### src/rtl/fxp_add_rr_sched.sv
// Round-robin shared saturating Q(INT_W.FRAC_W) adder; accept->rsp_valid in 2 clk, 1 result/clk.
// Backpressure: rsp_ready low stalls S2, then S1; req_ready is zero whenever S1 cannot advance.
module fxp_add_rr_sched #(
  parameter int NREQ   = 4,
  parameter int INT_W  = 4,
  parameter int FRAC_W = 4,
  parameter int IDW    = 2,
  parameter int CNT_W  = 16
) (
  input  logic                             clk,
  input  logic                             rst,
  input  logic [NREQ-1:0]                  req_valid,
  output logic [NREQ-1:0]                  req_ready,
  input  logic [NREQ*(INT_W+FRAC_W)-1:0]   req_a,
  input  logic [NREQ*(INT_W+FRAC_W)-1:0]   req_b,
  output logic                             rsp_valid,
  input  logic                             rsp_ready,
  output logic [IDW-1:0]                   rsp_id,
  output logic [INT_W+FRAC_W-1:0]          rsp_sum,
  output logic                             rsp_ovf,
  output logic                             busy,
  output logic [CNT_W-1:0]                 ovf_cnt,
  output logic [CNT_W-1:0]                 xfer_cnt
);
  localparam int W = INT_W + FRAC_W;
  localparam logic [IDW:0] NREQ_L = (IDW+1)'(NREQ);

  logic           s1_v, s2_v, s2_ovf;
  logic [W-1:0]   s1_a, s1_b, s2_sum;
  logic [IDW-1:0] s1_id, s2_id, rr_ptr, sel_id, nxt_ptr;
  logic           adv1, adv2, found, acc;
  logic [NREQ-1:0] rot;
  logic [IDW:0]   ofs, wsum, np;
  logic [W:0]     sum_x;
  logic [W-1:0]   sum_sat;
  logic           ovf_x;

  assign adv2 = !s2_v || rsp_ready;
  assign adv1 = !s1_v || adv2;

  // Rotate so bit 0 is the requester at rr_ptr, then take the lowest set bit.
  always_comb begin
    rot   = NREQ'({req_valid, req_valid} >> rr_ptr);
    found = 1'b0;
    ofs   = '0;
    for (int k = 0; k < NREQ; k++) begin
      if (!found && rot[k]) begin
        found = 1'b1;
        ofs   = (IDW+1)'(k);
      end
    end
    wsum = {1'b0, rr_ptr} + ofs;
    if (wsum >= NREQ_L) wsum = wsum - NREQ_L;
    sel_id = wsum[IDW-1:0];
    np = {1'b0, sel_id} + (IDW+1)'(1);
    if (np >= NREQ_L) np = '0;
    nxt_ptr = np[IDW-1:0];
  end

  assign acc       = adv1 && rst && found;
  assign req_ready = acc ? (NREQ'(1) << sel_id) : '0;

  always_comb begin
    sum_x   = {s1_a[W-1], s1_a} + {s1_b[W-1], s1_b};
    ovf_x   = sum_x[W] != sum_x[W-1];
    sum_sat = sum_x[W-1:0];
    if (ovf_x) sum_sat = sum_x[W] ? {1'b1, {(W-1){1'b0}}} : {1'b0, {(W-1){1'b1}}};
  end

  always_ff @(posedge clk or negedge rst) begin
    if (!rst) begin
      s1_v     <= 1'b0;
      s1_a     <= '0;
      s1_b     <= '0;
      s1_id    <= '0;
      s2_v     <= 1'b0;
      s2_sum   <= '0;
      s2_ovf   <= 1'b0;
      s2_id    <= '0;
      rr_ptr   <= '0;
      ovf_cnt  <= '0;
      xfer_cnt <= '0;
    end else begin
      if (adv1) begin
        s1_v <= acc;
        if (acc) begin
          s1_a   <= req_a[sel_id*W +: W];
          s1_b   <= req_b[sel_id*W +: W];
          s1_id  <= sel_id;
          rr_ptr <= nxt_ptr;
        end
      end
      if (adv2) begin
        s2_v <= s1_v;
        if (s1_v) begin
          s2_sum <= sum_sat;
          s2_ovf <= ovf_x;
          s2_id  <= s1_id;
        end
      end
      if (s2_v && rsp_ready) begin
        xfer_cnt <= xfer_cnt + CNT_W'(1);
        if (s2_ovf && (ovf_cnt != {CNT_W{1'b1}})) ovf_cnt <= ovf_cnt + CNT_W'(1);
      end
    end
  end

  assign rsp_valid = s2_v;
  assign rsp_id    = s2_id;
  assign rsp_sum   = s2_sum;
  assign rsp_ovf   = s2_ovf;
  assign busy      = s1_v || s2_v;
endmodule

### config.mk
export PLATFORM = sky130hd
export DESIGN_NAME = fxp_add_rr_sched
export DESIGN_NICKNAME = d
export VERILOG_FILES = /design/src/rtl/fxp_add_rr_sched.sv
export SDC_FILE = /design/constraint.sdc
export NUM_CORES = 1
export LEC_CHECK = 0
export ABC_AREA = 1
export BUFFER_PORTS_ARGS = -buffer_cell sky130_fd_sc_hd__buf_2
export CORE_UTILIZATION = 40
export DETAILED_ROUTE_END_ITERATION = 12
export GPL_TIMING_DRIVEN = 1
export SYNTH_ARGS = -nofsm -noshare
export SYNTH_HDL_FRONTEND = slang
export SYNTH_SLANG_ARGS = --single-unit
### constraint.sdc
create_clock -name clk -period 5.6 [get_ports clk]
set_input_delay 0.28 -clock clk [delete_from_list [all_inputs] [get_ports clk]]
set_output_delay 0.28 -clock clk [all_outputs]
set_load 0.02 [all_outputs]
==> flow_summary.rst <==
.. list-table::
   :header-rows: 1

   * - Metric
     - Value
   * - Cts-stage hold buffer count
     - 0
   * - Effective utilization at floorplan
     - 41.6%
   * - Slew at the pin with the worst max-slew slack
     - 0.828 ns
   * - Yosys Warn Count
     - 0
   * - Die Area
     - 0.0106 mm2
   * - CTS Buffer Depth
     - 2
   * - Count of filler cells inserted in the layout
     - 1015
   * - Worst IR drop on VDD
     - 0.000288 V
   * - Final Slew Violations
     - 0
   * - Tightest slew margin relative to the limit
     - 44.8%
   * - Core region area
     - 0.00982 mm2
   * - Remaining number of nets flagged by the antenna check after routing
     - 0
   * - Router iterations before antenna repair
     - 4
   * - Launching point of the worst reg2reg path
     - rr_ptr[1]
   * - Uppermost layer routed
     - met4
   * - Average cell area after synthesis
     - 8.02 um2
   * - Net count of the mapped netlist
     - 593
   * - Number of nets at the end of the flow
     - 711
   * - Start-to-end type of the worst setup path
     - reg2out
   * - Critical path launch point type
     - flip-flop
   * - Area share of the leading cell type in the synthesized netlist
     - 39.8%
   * - Leakage component of the power
     - 0.00275 uW
   * - Post-route worst setup slack
     - 2.38 ns
   * - Final clock period utilization by the worst path
     - 57.5%
   * - Post-CTS Setup Bufs
     - 0
   * - Crit path capture type
     - output port
   * - Final hold vios
     - 0
   * - Area Overhead vs Synth
     - 21.9%
   * - DPL Wire Length
     - 7190 um
   * - Site Rows
     - 36
   * - WP data required
     - 5.32 ns
   * - Clk sink count
     - 65
   * - Met2 Routed Length
     - 4620 um
   * - Clock tree from TritonCTS
     - yes
   * - Die W
     - 103 um
   * - CP Cell Sequence
     - inv_2 -> nand3_1 -> nand2_1 -> nand3_1 -> a21boi_0 -> ha_1 -> xor2_4 -> inv_1 -> nand3_4 -> nand2_8 -> inv_2 -> ha_1 -> inv_1 -> nor2_1 -> buf_2
   * - Unrepaired setup endpoints after global routing
     - false
   * - I/O Pins
     - 120
   * - Post-route DRC violation count
     - 0
   * - Diodes inserted
     - 0
   * - Vertical die dimension
     - 103 um
   * - R2r setup slk
     - 2.96 ns
   * - Amount of wire on met3 after detailed routing
     - 446 um
   * - Shortest clock period the worst path allows after layout
     - 3.22 ns
   * - Total length of routed wires
     - 9150 um
   * - Clock input transition at the sequential cells of the worst setup and hold paths
     - 0.08 ns
   * - Clock buffer count from CTS
     - 9
   * - Distinct cell type count after synthesis
     - 37
   * - Stage delay of the slowest cell on the critical path
     - 0.52 ns
   * - Number of max-capacitance violations reported
     - 0
   * - Number of buffers inserted by port buffering
     - 119
   * - Timing endpoint of the critical path
     - req_ready[1]
   * - Post-DR vias/cell
     - 4.85
   * - Leftover overflow at the end of global routing
     - 0
   * - Wire length per cell
     - 12.0 um
   * - Endpoint of the lowest-slack register-to-register path
     - rr_ptr[1]
   * - Placer's final routability congestion estimate
     - 0.808
   * - Total setup violations reported at the end of the flow
     - 0
   * - Number of antenna violations at the first check in global routing
     - 0
   * - Gate count of the mapped netlist
     - 509
   * - Most area-consuming cells after synthesis
     - dfrtp_1 40%, nand2_1 15%, nand3_1 8.0%
   * - Share of the yosys chip area belonging to registers
     - 39.8%
   * - Critical path launch point
     - rr_ptr[1]
   * - Total of cells resized after clock tree synthesis
     - 0
   * - Worst slack after detailed placement
     - 2.72 ns
   * - Vias post-DR
     - 3712
   * - Skew final
     - 0.0104 ns
   * - Achievable frequency
     - 310 MHz
   * - Worst-case reg-to-reg path depth
     - 13
   * - Root buffer cell
     - clkbuf_8
   * - Cell taking the most area after synthesis
     - dfrtp_1
   * - Power per cell area
     - 630 mW/mm2
   * - Cell at the slowest stage of the critical path
     - dfrtp_1
   * - Deepest level of the CTS H-tree
     - 3
   * - Maximum number of pins on one net before global-route repair
     - 67
   * - First-pass GRT wire length
     - 15300 um
   * - Class of the worst hold path
     - in2async
   * - Global routing usage summed across all routing layers
     - 18.6%
   * - Post-route met1 wirelength
     - 3980 um
   * - Skew-Pair Late Insertion Delay
     - 0.34 ns
   * - Synthesized flop and latch total
     - 65
   * - Layout cell share with drive strength beyond 1
     - 26.7%
   * - Critical path fanouts, max
     - 19
   * - Run status
     - complete, no violations
   * - Via count of the first global-routing pass
     - 3489
   * - Total negative slack for setup checks
     - 0 ns
   * - Initial DRC Count
     - 97
   * - Netlist Area Pre-Place
     - 0.00408 mm2
   * - Arrival time at the worst endpoint
     - 2.94 ns
-- where the power goes --
part	internal, uW	switching (uW)	leakage [uW]
clock network	218	181	0.0000985
logic	745	1210	0.00185
registers	635	144	0.000806
total	1600	1540	0.00275
-- state kept, by name (all words and copies together) (netlist names) --
register   count
ovf_cnt       16
xfer_cnt      16
rsp_sum        8
s1_a           8
s1_b           8
rr_ptr         2
rsp_id         2
s1_id          2
rsp_ovf        1
rsp_valid      1
s1_v           1
-- logic make-up after synthesis --
group	count (synthesis)	share of synthesized area, %
adders and majority gates	13	4.17
AOI/OAI and AO/OA	24	3.25
DFF	65	39.8
and+or+nand+nor	290	32.3
muxes	32	7.85
buffers and inverters	57	6.10
xor gates and xnor gates	28	6.47
-- critical path, delay by kind of cell, from the launching register on --
kind / cells / cell delay [ns]
adders and majority gates: 2 / 0.41
buffers and inverters: 5 / 0.56
AOI/OAI and AO/OA: 1 / 0.18
xor gates and xnor gates: 1 / 0.23
DFF: 1 / 0.52
and+or+nand+nor: 6 / 0.70
-- metrics by stage --
stage	area (um2)	utilization [%]	hold WS, ns	power (uW)	instances
final	4980	50.7	0.0983	3140	765
after global routing	4980	50.7	0.197	3470	765
after CTS	4980	50.7	0.142	3180	765
after detailed placement	4770	48.6	0.466	2770	749
after global placement	4770	48.6	0.464	2730	749
after floorplan	4080	-	-0.0156	2370	509
-- synth_stat cells --
cell type  instances
inv_1             35
nor3_2             2
xor2_4             1
nand3_4            1
buf_2              6
nor2_4             1
nand4_1            7
nand3_2            2
or2_2              2
fa_1               1
clkbuf_1           2
a21boi_0           1
nand2_1          166
xor2_1            20
a31oi_1            1
a21oi_1            8
xnor2_1            7
nand2_4            1
buf_4              5
nand2_8            2
o21ai_1            3
clkinv_2           1
clkinv_1           1
nor4_1             1
nand2_2            9
o21a_1             1
o21bai_2           1
ha_1              12
nor3_1             7
buf_6              1
nand3_1           65
nor2_2             3
nor2_1            21
dfrtp_1           65
mux2i_1           32
inv_2              6
o21ai_0            9
-- worst min-delay path by stage --
| stage | startpoint | endpoint | slack (ns) | depth (start not counted) |
|---|---|---|---|---|
| finish | rst | xfer_cnt[15] | 0.1 | 2 |
| global route | rst | xfer_cnt[10] | 0.20 | 2 |
| CTS | rst | xfer_cnt[12] | 0.14 | 2 |
| detailed placement | rsp_sum[2] | rsp_sum[2] | 0.47 | 2 |
| global placement | rsp_sum[3] | rsp_sum[3] | 0.46 | 2 |
| floorplan | rst | ovf_cnt[0] | -0.02 | 0 |
-- cell usage in the layout (no fill, tap or decap), types with 8 or more instances in the layout --
master / synthesis / layout
nand3_1: 65 / 65
clkbuf_8: 0 / 10
o21ai_0: 9 / 9
xor2_1: 20 / 20
ha_1: 12 / 12
buf_2: 6 / 119
mux2i_1: 32 / 32
dfrtp_1: 65 / 65
nand2_1: 166 / 166
inv_1: 35 / 35
nor2_1: 21 / 21
a21oi_1: 8 / 8
nand2_2: 9 / 9
-- final cells by class --
class                      instances  area (um2)  area share, %
timing repair buffer             121         611           12.3
multi-input combinational        387        2210           44.3
clock inverter                     6        67.6           1.36
inverter                          43         163           3.27
sequential                        65        1630           32.7
clock buffer                      10         138           2.76
tap                              133         166           3.34
-- per-layer routing --
metal / up-vias / track usage [%]
met5: - / 0
met1: 1698 / 22.0
li1: 1897 / -
met3: 12 / 4.54
met4: 0 / 5.53
met2: 105 / 33.3
No activity file was read; power rests on OpenSTA's default activity.
